<file path="config.mk">
export PLATFORM = sky130hd
export DESIGN_NAME = hazard_ctrl
export DESIGN_NICKNAME = d
export VERILOG_FILES = /design/src/rtl/hazard_ctrl_pkg.sv /design/src/rtl/hazard_ctrl_stall_counter.sv /design/src/rtl/hazard_ctrl.sv
export SDC_FILE = /design/constraint.sdc
export NUM_CORES = 1
export LEC_CHECK = 0
export BUFFER_PORTS_ARGS = -buffer_cell sky130_fd_sc_hd__buf_2
export CORE_MARGIN = 5
export CORE_UTILIZATION = 40
export DETAILED_ROUTE_END_ITERATION = 12
export PLACE_DENSITY = 0.67
export SLEW_MARGIN = 30
export SYNTH_ARGS = -nofsm -noshare
export SYNTH_HDL_FRONTEND = slang
export SYNTH_HIERARCHICAL = 1
export SYNTH_SLANG_ARGS = --single-unit
export TNS_END_PERCENT = 20
</file>
<file path="constraint.sdc">
create_clock -name clk -period 7.6 [get_ports clk]
set_input_delay 1.9 -clock clk [delete_from_list [all_inputs] [get_ports clk]]
set_output_delay 1.9 -clock clk [all_outputs]
set_load 0.02 [all_outputs]
</file>
<file path="src/rtl/hazard_ctrl_pkg.sv">
// Shared definitions for the pipeline hazard controller: state encoding,
// field widths, the control-output bundle and the load-use compare.
package hazard_ctrl_pkg;

  localparam int REG_ADDR_W  = 3;
  localparam int STALL_CNT_W = 16;

  localparam logic [1:0] ST_RUN      = 2'b00;
  localparam logic [1:0] ST_LU       = 2'b01;
  localparam logic [1:0] ST_MEM_WAIT = 2'b10;
  localparam logic [1:0] ST_FLUSH    = 2'b11;

  typedef struct packed {
    logic stall_pc;
    logic stall_ifid;
    logic stall_idex;
    logic stall_exmem;
    logic bubble_idex;
    logic flush_ifid;
    logic flush_idex;
  } hz_ctrl_t;

  localparam hz_ctrl_t CTRL_NONE = '0;

  // A decode operand only counts when the instruction actually reads it.
  function automatic logic load_use_hit(
    input logic                  ex_mem_read,
    input logic [REG_ADDR_W-1:0] ex_wr_add,
    input logic [REG_ADDR_W-1:0] id_src,
    input logic                  id_use_src,
    input logic [REG_ADDR_W-1:0] id_dst,
    input logic                  id_use_dst
  );
    logic src_match;
    logic dst_match;
    src_match = id_use_src && (id_src == ex_wr_add);
    dst_match = id_use_dst && (id_dst == ex_wr_add);
    return ex_mem_read && (src_match || dst_match);
  endfunction

endpackage

</file>
<file path="src/rtl/hazard_ctrl_stall_counter.sv">
// Saturating up-counter of stalled cycles; sticks at all-ones instead of
// wrapping so a long-running count never reads back as small.
module stall_counter
  import hazard_ctrl_pkg::*;
#(
  parameter int W = STALL_CNT_W
) (
  input  logic         clk,
  input  logic         rst,
  input  logic         inc,
  output logic [W-1:0] count
);

  localparam logic [W-1:0] CNT_ONE = W'(1);
  localparam logic [W-1:0] CNT_MAX = '1;

  logic [W-1:0] r_count;
  logic         w_at_max;

  assign w_at_max = (r_count == CNT_MAX);

  always_ff @(posedge clk) begin
    if (rst) begin
      r_count <= '0;
    end else if (inc && !w_at_max) begin
      r_count <= r_count + CNT_ONE;
    end
  end

  assign count = r_count;

endmodule

</file>
<file path="src/rtl/hazard_ctrl.sv">
// Pipeline hazard controller: memory freeze, branch flush and load-use bubble
// arbitration, plus a saturating count of PC-stall cycles.
//
//   state    | meaning
//   ---------+--------------------------------------------------------------
//   RUN      | normal issue; load-use check active
//   LU       | one-cycle bubble inserted into EX; load-use check suppressed
//   MEM_WAIT | memory stage was busy last cycle; branches are parked
//   FLUSH    | younger stages just cleared; EX holds a bubble
module hazard_ctrl
  import hazard_ctrl_pkg::*;
(
  input  logic                   clk,
  input  logic                   rst,
  input  logic [REG_ADDR_W-1:0]  id_src,
  input  logic [REG_ADDR_W-1:0]  id_dst,
  input  logic                   id_use_src,
  input  logic                   id_use_dst,
  input  logic                   ex_mem_read,
  input  logic [REG_ADDR_W-1:0]  ex_wr_add,
  input  logic                   branch_taken,
  input  logic                   mem_busy,
  output logic                   stall_pc,
  output logic                   stall_ifid,
  output logic                   stall_idex,
  output logic                   stall_exmem,
  output logic                   bubble_idex,
  output logic                   flush_ifid,
  output logic                   flush_idex,
  output logic [STALL_CNT_W-1:0] stall_cnt
);

  logic [1:0]             r_state;
  logic                   r_pending_flush;
  logic [1:0]             w_next_state;
  logic                   w_next_pending;
  logic                   w_hit;
  logic                   w_flush_req;
  hz_ctrl_t               w_ctrl;
  logic [STALL_CNT_W-1:0] w_count;

  assign w_hit = load_use_hit(ex_mem_read, ex_wr_add, id_src, id_use_src,
                              id_dst, id_use_dst);

  // FLUSH follows a flush, so no new branch can resolve in EX there.
  assign w_flush_req = (branch_taken || r_pending_flush) && (r_state != ST_FLUSH);

  always_comb begin
    w_ctrl         = CTRL_NONE;
    w_next_state   = ST_RUN;
    w_next_pending = r_pending_flush;
    if (rst) begin
      w_ctrl         = CTRL_NONE;
      w_next_state   = ST_RUN;
      w_next_pending = 1'b0;
    end else if (mem_busy) begin
      w_ctrl.stall_pc    = 1'b1;
      w_ctrl.stall_ifid  = 1'b1;
      w_ctrl.stall_idex  = 1'b1;
      w_ctrl.stall_exmem = 1'b1;
      w_next_state       = ST_MEM_WAIT;
      if ((r_state == ST_MEM_WAIT) && branch_taken) begin
        w_next_pending = 1'b1;
      end
    end else if (w_flush_req) begin
      w_ctrl.flush_ifid = 1'b1;
      w_ctrl.flush_idex = 1'b1;
      w_next_pending    = 1'b0;
      w_next_state      = ST_FLUSH;
    end else if ((r_state == ST_RUN) && w_hit) begin
      w_ctrl.stall_pc    = 1'b1;
      w_ctrl.stall_ifid  = 1'b1;
      w_ctrl.bubble_idex = 1'b1;
      w_next_state       = ST_LU;
    end else begin
      w_next_state = ST_RUN;
    end
  end

  always_ff @(posedge clk) begin
    if (rst) begin
      r_state         <= ST_RUN;
      r_pending_flush <= 1'b0;
    end else begin
      r_state         <= w_next_state;
      r_pending_flush <= w_next_pending;
    end
  end

  stall_counter #(
    .W (STALL_CNT_W)
  ) u_stall_counter (
    .clk   (clk),
    .rst   (rst),
    .inc   (w_ctrl.stall_pc),
    .count (w_count)
  );

  assign stall_pc    = w_ctrl.stall_pc;
  assign stall_ifid  = w_ctrl.stall_ifid;
  assign stall_idex  = w_ctrl.stall_idex;
  assign stall_exmem = w_ctrl.stall_exmem;
  assign bubble_idex = w_ctrl.bubble_idex;
  assign flush_ifid  = w_ctrl.flush_ifid;
  assign flush_idex  = w_ctrl.flush_idex;
  assign stall_cnt   = rst ? '0 : w_count;

endmodule

</file>
==> metrics.txt <==
# TYPE chip_impl_metric gauge
chip_impl_metric{name="distinct_cell_type_count_after_synthesis",unit=""} 42
chip_impl_metric{name="cts-buffers-inserted",unit=""} 3
chip_impl_metric{name="fin_nets",unit=""} 198
chip_impl_metric{name="irDropWorstVdd",unit="mV"} 0.0639
chip_impl_metric{name="clk_transition_reported_paths",unit="ps"} 110
chip_impl_metric{name="slew_viol_final",unit=""} 0
chip_impl_metric{name="io_pins",unit=""} 39
chip_impl_metric{name="final.fill_count",unit=""} 306
chip_impl_metric{name="worstHoldPathCells",unit=""} 2
chip_impl_metric{name="power.clock.fraction",unit="%"} 29.2
chip_impl_info{name="cts_root_buffer",value="sky130_fd_sc_hd__clkbuf_4"} 1
chip_impl_metric{name="route.antenna.remaining_nets",unit=""} 0
chip_impl_info{name="crit_type",value="in2out"} 1
chip_impl_info{name="ys_dominant_reg_cell",value="sky130_fd_sc_hd__dfxtp_1"} 1
chip_impl_info{name="worstSetupStartpointType",value="primary input"} 1
chip_impl_metric{name="grt_start_max_net_pins",unit=""} 41
chip_impl_metric{name="clk_latency",unit="ps"} 300
chip_impl_metric{name="power_switching_share",unit="%"} 27.5
chip_impl_metric{name="core_area",unit="sq um"} 2980
chip_impl_metric{name="seq_power_share",unit="%"} 57.0
chip_impl_metric{name="drive_above_1_share",unit="%"} 27.8
chip_impl_metric{name="finalSetupTns",unit="ps"} 0
chip_impl_metric{name="hold_viol",unit=""} 0
chip_impl_metric{name="cts.path.max_buffers",unit=""} 2
chip_impl_metric{name="drtPass1Iterations",unit=""} 5
chip_impl_info{name="tritoncts",value="yes"} 1
chip_impl_info{name="timing.critical_path.slowest_stage_cell",value="sky130_fd_sc_hd__or4b_1"} 1
chip_impl_metric{name="grt_antenna_before_repair",unit=""} 0
chip_impl_info{name="r2r_end",value="u_stall_counter/count[14]"} 1
chip_impl_info{name="cpMostUsedCell",value="sky130_fd_sc_hd__buf_2"} 1
chip_impl_metric{name="cts-resized-gates",unit=""} 0
chip_impl_metric{name="io_buffer_count",unit=""} 38
chip_impl_metric{name="synth.yosys.seq_area_share",unit="%"} 31.5
chip_impl_metric{name="initial_utilization",unit="%"} 40.5
chip_impl_metric{name="wire_per_inst",unit="microns"} 13.3
chip_impl_metric{name="netlist_area",unit="sq um"} 1210
chip_impl_metric{name="layout-area-overhead-vs-synth",unit="%"} 16.9
chip_impl_metric{name="detail_route.drc_violations",unit=""} 0
chip_impl_metric{name="setup_viol_count_final",unit=""} 0
chip_impl_info{name="rr_startpoint",value="r_state[1]"} 1
chip_impl_metric{name="leakage_component_of_the_power",unit="nW"} 0.567
chip_impl_info{name="rsz0062_at_grt",value="false"} 1
chip_impl_info{name="crit_path_end_kind",value="output pin"} 1
chip_impl_metric{name="die_area",unit="sq um"} 4220
chip_impl_metric{name="internal-power",unit="W"} 0.000131
chip_impl_metric{name="global_route.overflow_total",unit=""} 0
chip_impl_metric{name="post_syn_nets",unit=""} 163
chip_impl_metric{name="layoutNonFillerInstCount",unit=""} 213
chip_impl_metric{name="grt_pass1_wl",unit="microns"} 4750
chip_impl_metric{name="y_dimension_of_the_die",unit="microns"} 64.9
chip_impl_metric{name="slew_headroom",unit="%"} 45.9
chip_impl_metric{name="crit_path_max_fanout",unit=""} 40
chip_impl_metric{name="grtUsageTotal",unit="%"} 13.9
chip_impl_metric{name="synth_seq_cells",unit=""} 19
chip_impl_metric{name="place.gp.congestion",unit=""} 0.789
chip_impl_info{name="whs_endpoint",value="r_pending_flush"} 1
chip_impl_metric{name="worst_clock_skew",unit="ps"} 8.96
chip_impl_metric{name="worstPathRequired",unit="ps"} 5700
chip_impl_metric{name="syn_inst",unit=""} 146
chip_impl_metric{name="first_global_vias",unit=""} 1145
chip_impl_metric{name="place_hpwl",unit="microns"} 2170
chip_impl_metric{name="clkSinkCount",unit=""} 19
chip_impl_info{name="timing.hold.worst.start",value="r_pending_flush"} 1
chip_impl_info{name="status",value="finished, final reports clean"} 1
chip_impl_metric{name="synth_enable_flop_cells",unit=""} 0
chip_impl_info{name="hold_path_class",value="reg2reg"} 1
chip_impl_metric{name="die_w",unit="microns"} 64.9
chip_impl_metric{name="reported_max_cap_violation_count",unit=""} 0
chip_impl_metric{name="num_rows",unit=""} 20
chip_impl_metric{name="ys_async_sr_fraction",unit="%"} 0
chip_impl_metric{name="avgViaCountPerCell",unit=""} 5.57
chip_impl_metric{name="p_switching",unit="W"} 0.0000497
chip_impl_metric{name="place.detailed.instances",unit=""} 209
chip_impl_metric{name="initialDrtViolationCount",unit=""} 41
chip_impl_metric{name="powerDensity",unit="nW/um^2"} 128
chip_impl_metric{name="insertedDiodeCount",unit=""} 0
chip_impl_metric{name="warning_count_from_the_yosys_run",unit=""} 6
chip_impl_metric{name="max_stage_delay",unit="ps"} 580
chip_impl_metric{name="post-cts-setup-buffer-count",unit=""} 0
chip_impl_info{name="path_cells",value="buf_2 > or4b_1 > o32ai_2 > buf_2"} 1
chip_impl_metric{name="timing.reg2reg.setup_slack",unit="ps"} 4820
chip_impl_metric{name="via_count",unit=""} 1187
chip_impl_metric{name="share_comb_of_total_power",unit="%"} 13.8
chip_impl_metric{name="transition_at_the_pin_with_the_smallest_max_transition_slack",unit="ps"} 804
chip_impl_metric{name="drt_wl_total",unit="microns"} 2840
chip_impl_metric{name="cts-hold-fix-buffers",unit=""} 0
chip_impl_metric{name="cts_htree_levels",unit=""} 1
chip_impl_metric{name="worst_ep_arrival_time",unit="ps"} 3610
chip_impl_metric{name="finalCritPeriodShare",unit="%"} 72.5
chip_impl_metric{name="clock.fmax",unit="MHz"} 182
chip_impl_metric{name="synthesized_area_per_cell",unit="sq um"} 8.27
chip_impl_metric{name="layout_min_cycle_time",unit="ps"} 5510
chip_impl_metric{name="worst-r2r-cell-count",unit=""} 6
==> through the flow <==
stage / hold slack, ps / setup WS [ps] / total power, W / util (%) / area, sq um
6_report: 477 / 2090 / 0.000181 / 47.4 / 1410
5_1_grt: 507 / 1910 / 0.000190 / 47.4 / 1410
4_1_cts: 488 / 2070 / 0.000184 / 47.4 / 1410
3_5_place_dp: 471 / 2080 / 0.000130 / 46.5 / 1380
3_3_place_gp: 445 / 2140 / 0.000129 / 46.5 / 1380
2_1_floorplan: 437 / 2420 / 0.000123 / - / 1210
==> flip-flops by register name, indices dropped and copies added (netlist names) <==
name	cells
u_stall_counter/count	16
r_state	2
r_pending_flush	1
==> area by class of cell <==
type,count,area [sq um],share of cell area [%]
clock buffers,3,22.5,1.60
inverters,4,15.0,1.06
flip-flops and latches,19,380,27.0
repair buffers,38,190,13.5
clock inverters,1,5.00,0.355
multi-input cells,115,757,53.6
well taps,33,41.3,2.93
==> critical path, delay by kind of cell <==
| kind | cells | cell delay [ps] |
|---|---|---|
| buf+inv | 2 | 590 |
| compound gates | 1 | 530 |
| simple gates | 1 | 580 |
==> worst max path at each step <==
| stage | from | to | slack, ps | cells after the start |
|---|---|---|---|---|
| after detailed placement | rst | stall_ifid | 2080 | 4 |
| after global routing | rst | stall_ifid | 1910 | 4 |
| after global placement | rst | stall_ifid | 2140 | 4 |
| final | rst | stall_ifid | 2090 | 4 |
| after floorplan | rst | stall_pc | 2420 | 3 |
| after CTS | rst | stall_ifid | 2070 | 4 |
==> layer usage <==
metal,vias to the layer above,GRT usage (%),part of all wire (%)
met5,-,0,0
met4,0,5.01,0.32
met3,2,3.64,8.1
met2,35,25.0,48
met1,552,15.5,44
li1,598,-,-
==> power by group through the flow <==
| stage | sequential (W) | clock, W | combinational (W) |
|---|---|---|---|
| global placement | 0.000105 | 0 | 0.0000241 |
| CTS | 0.000103 | 0.0000554 | 0.0000253 |
| detailed placement | 0.000105 | 0 | 0.0000252 |
| floorplan | 0.000105 | 0 | 0.0000179 |
| finish | 0.000103 | 0.0000528 | 0.0000250 |
| global route | 0.000103 | 0.0000586 | 0.0000275 |
==> synth_stat cells, types with 2 or more instances <==
master                    instances  share of area [%]
sky130_fd_sc_hd__or3_1            2                1.0
sky130_fd_sc_hd__a21oi_1          6                2.5
sky130_fd_sc_hd__mux2i_1          2                1.7
sky130_fd_sc_hd__mux2_2           2                1.9
sky130_fd_sc_hd__dfxtp_1         19                 32
sky130_fd_sc_hd__inv_1            4                1.2
sky130_fd_sc_hd__buf_4            4                2.5
sky130_fd_sc_hd__nor2b_1         18                9.3
sky130_fd_sc_hd__and4_1           4                2.9
sky130_fd_sc_hd__nand3_1          7                2.9
sky130_fd_sc_hd__o31ai_1          5                3.1
sky130_fd_sc_hd__xnor2_1          8                5.8
sky130_fd_sc_hd__o21ai_0          2               0.83
sky130_fd_sc_hd__nand4_1          4                2.1
sky130_fd_sc_hd__nand2_1         12                3.7
sky130_fd_sc_hd__or4_1            3                1.9
sky130_fd_sc_hd__nor2_1          14                4.4
sky130_fd_sc_hd__nor4_1           4                2.1
sky130_fd_sc_hd__nor3_1           3                1.2
==> cells in the final DEF (no fill, tap or decap), drive strengths merged <==
master / count
nor3b: 1
and4: 4
o21ai: 2
nor2: 14
a211oi: 1
xor2: 1
o31ai: 5
a31oi: 1
nor4: 4
nor2b: 18
o21a: 1
o211ai: 1
or4: 3
nand4: 5
nand3: 7
a2111oi: 1
buf: 38
dfxtp: 19
nand2: 12
ha: 1
inv: 4
clkinv: 1
nand3b: 1
nor3: 3
and2b: 1
or4b: 1
o41ai: 2
a21oi: 6
or3: 2
mux2i: 2
or2: 1
a41oi: 1
nand4b: 1
xnor2: 8
clkbuf: 3
mux2: 2
o32ai: 1
o311ai: 1
==> logic make-up (layout without fill, tap and decap cells) <==
family                   Yosys count  after routing  synth area share, %
buffers and inverters             12             46                 5.80
XOR/XNOR                           9              9                 6.53
AND/OR/NAND/NOR                   78             78                 36.6
AO/OA/AOI/OAI                     23             23                 15.0
adder cells (fa/ha/maj)            1              1                 1.04
multiplexers                       4              4                 3.52
flip-flops                        19             19                 31.5
No activity file was read; power rests on OpenSTA's default activity.
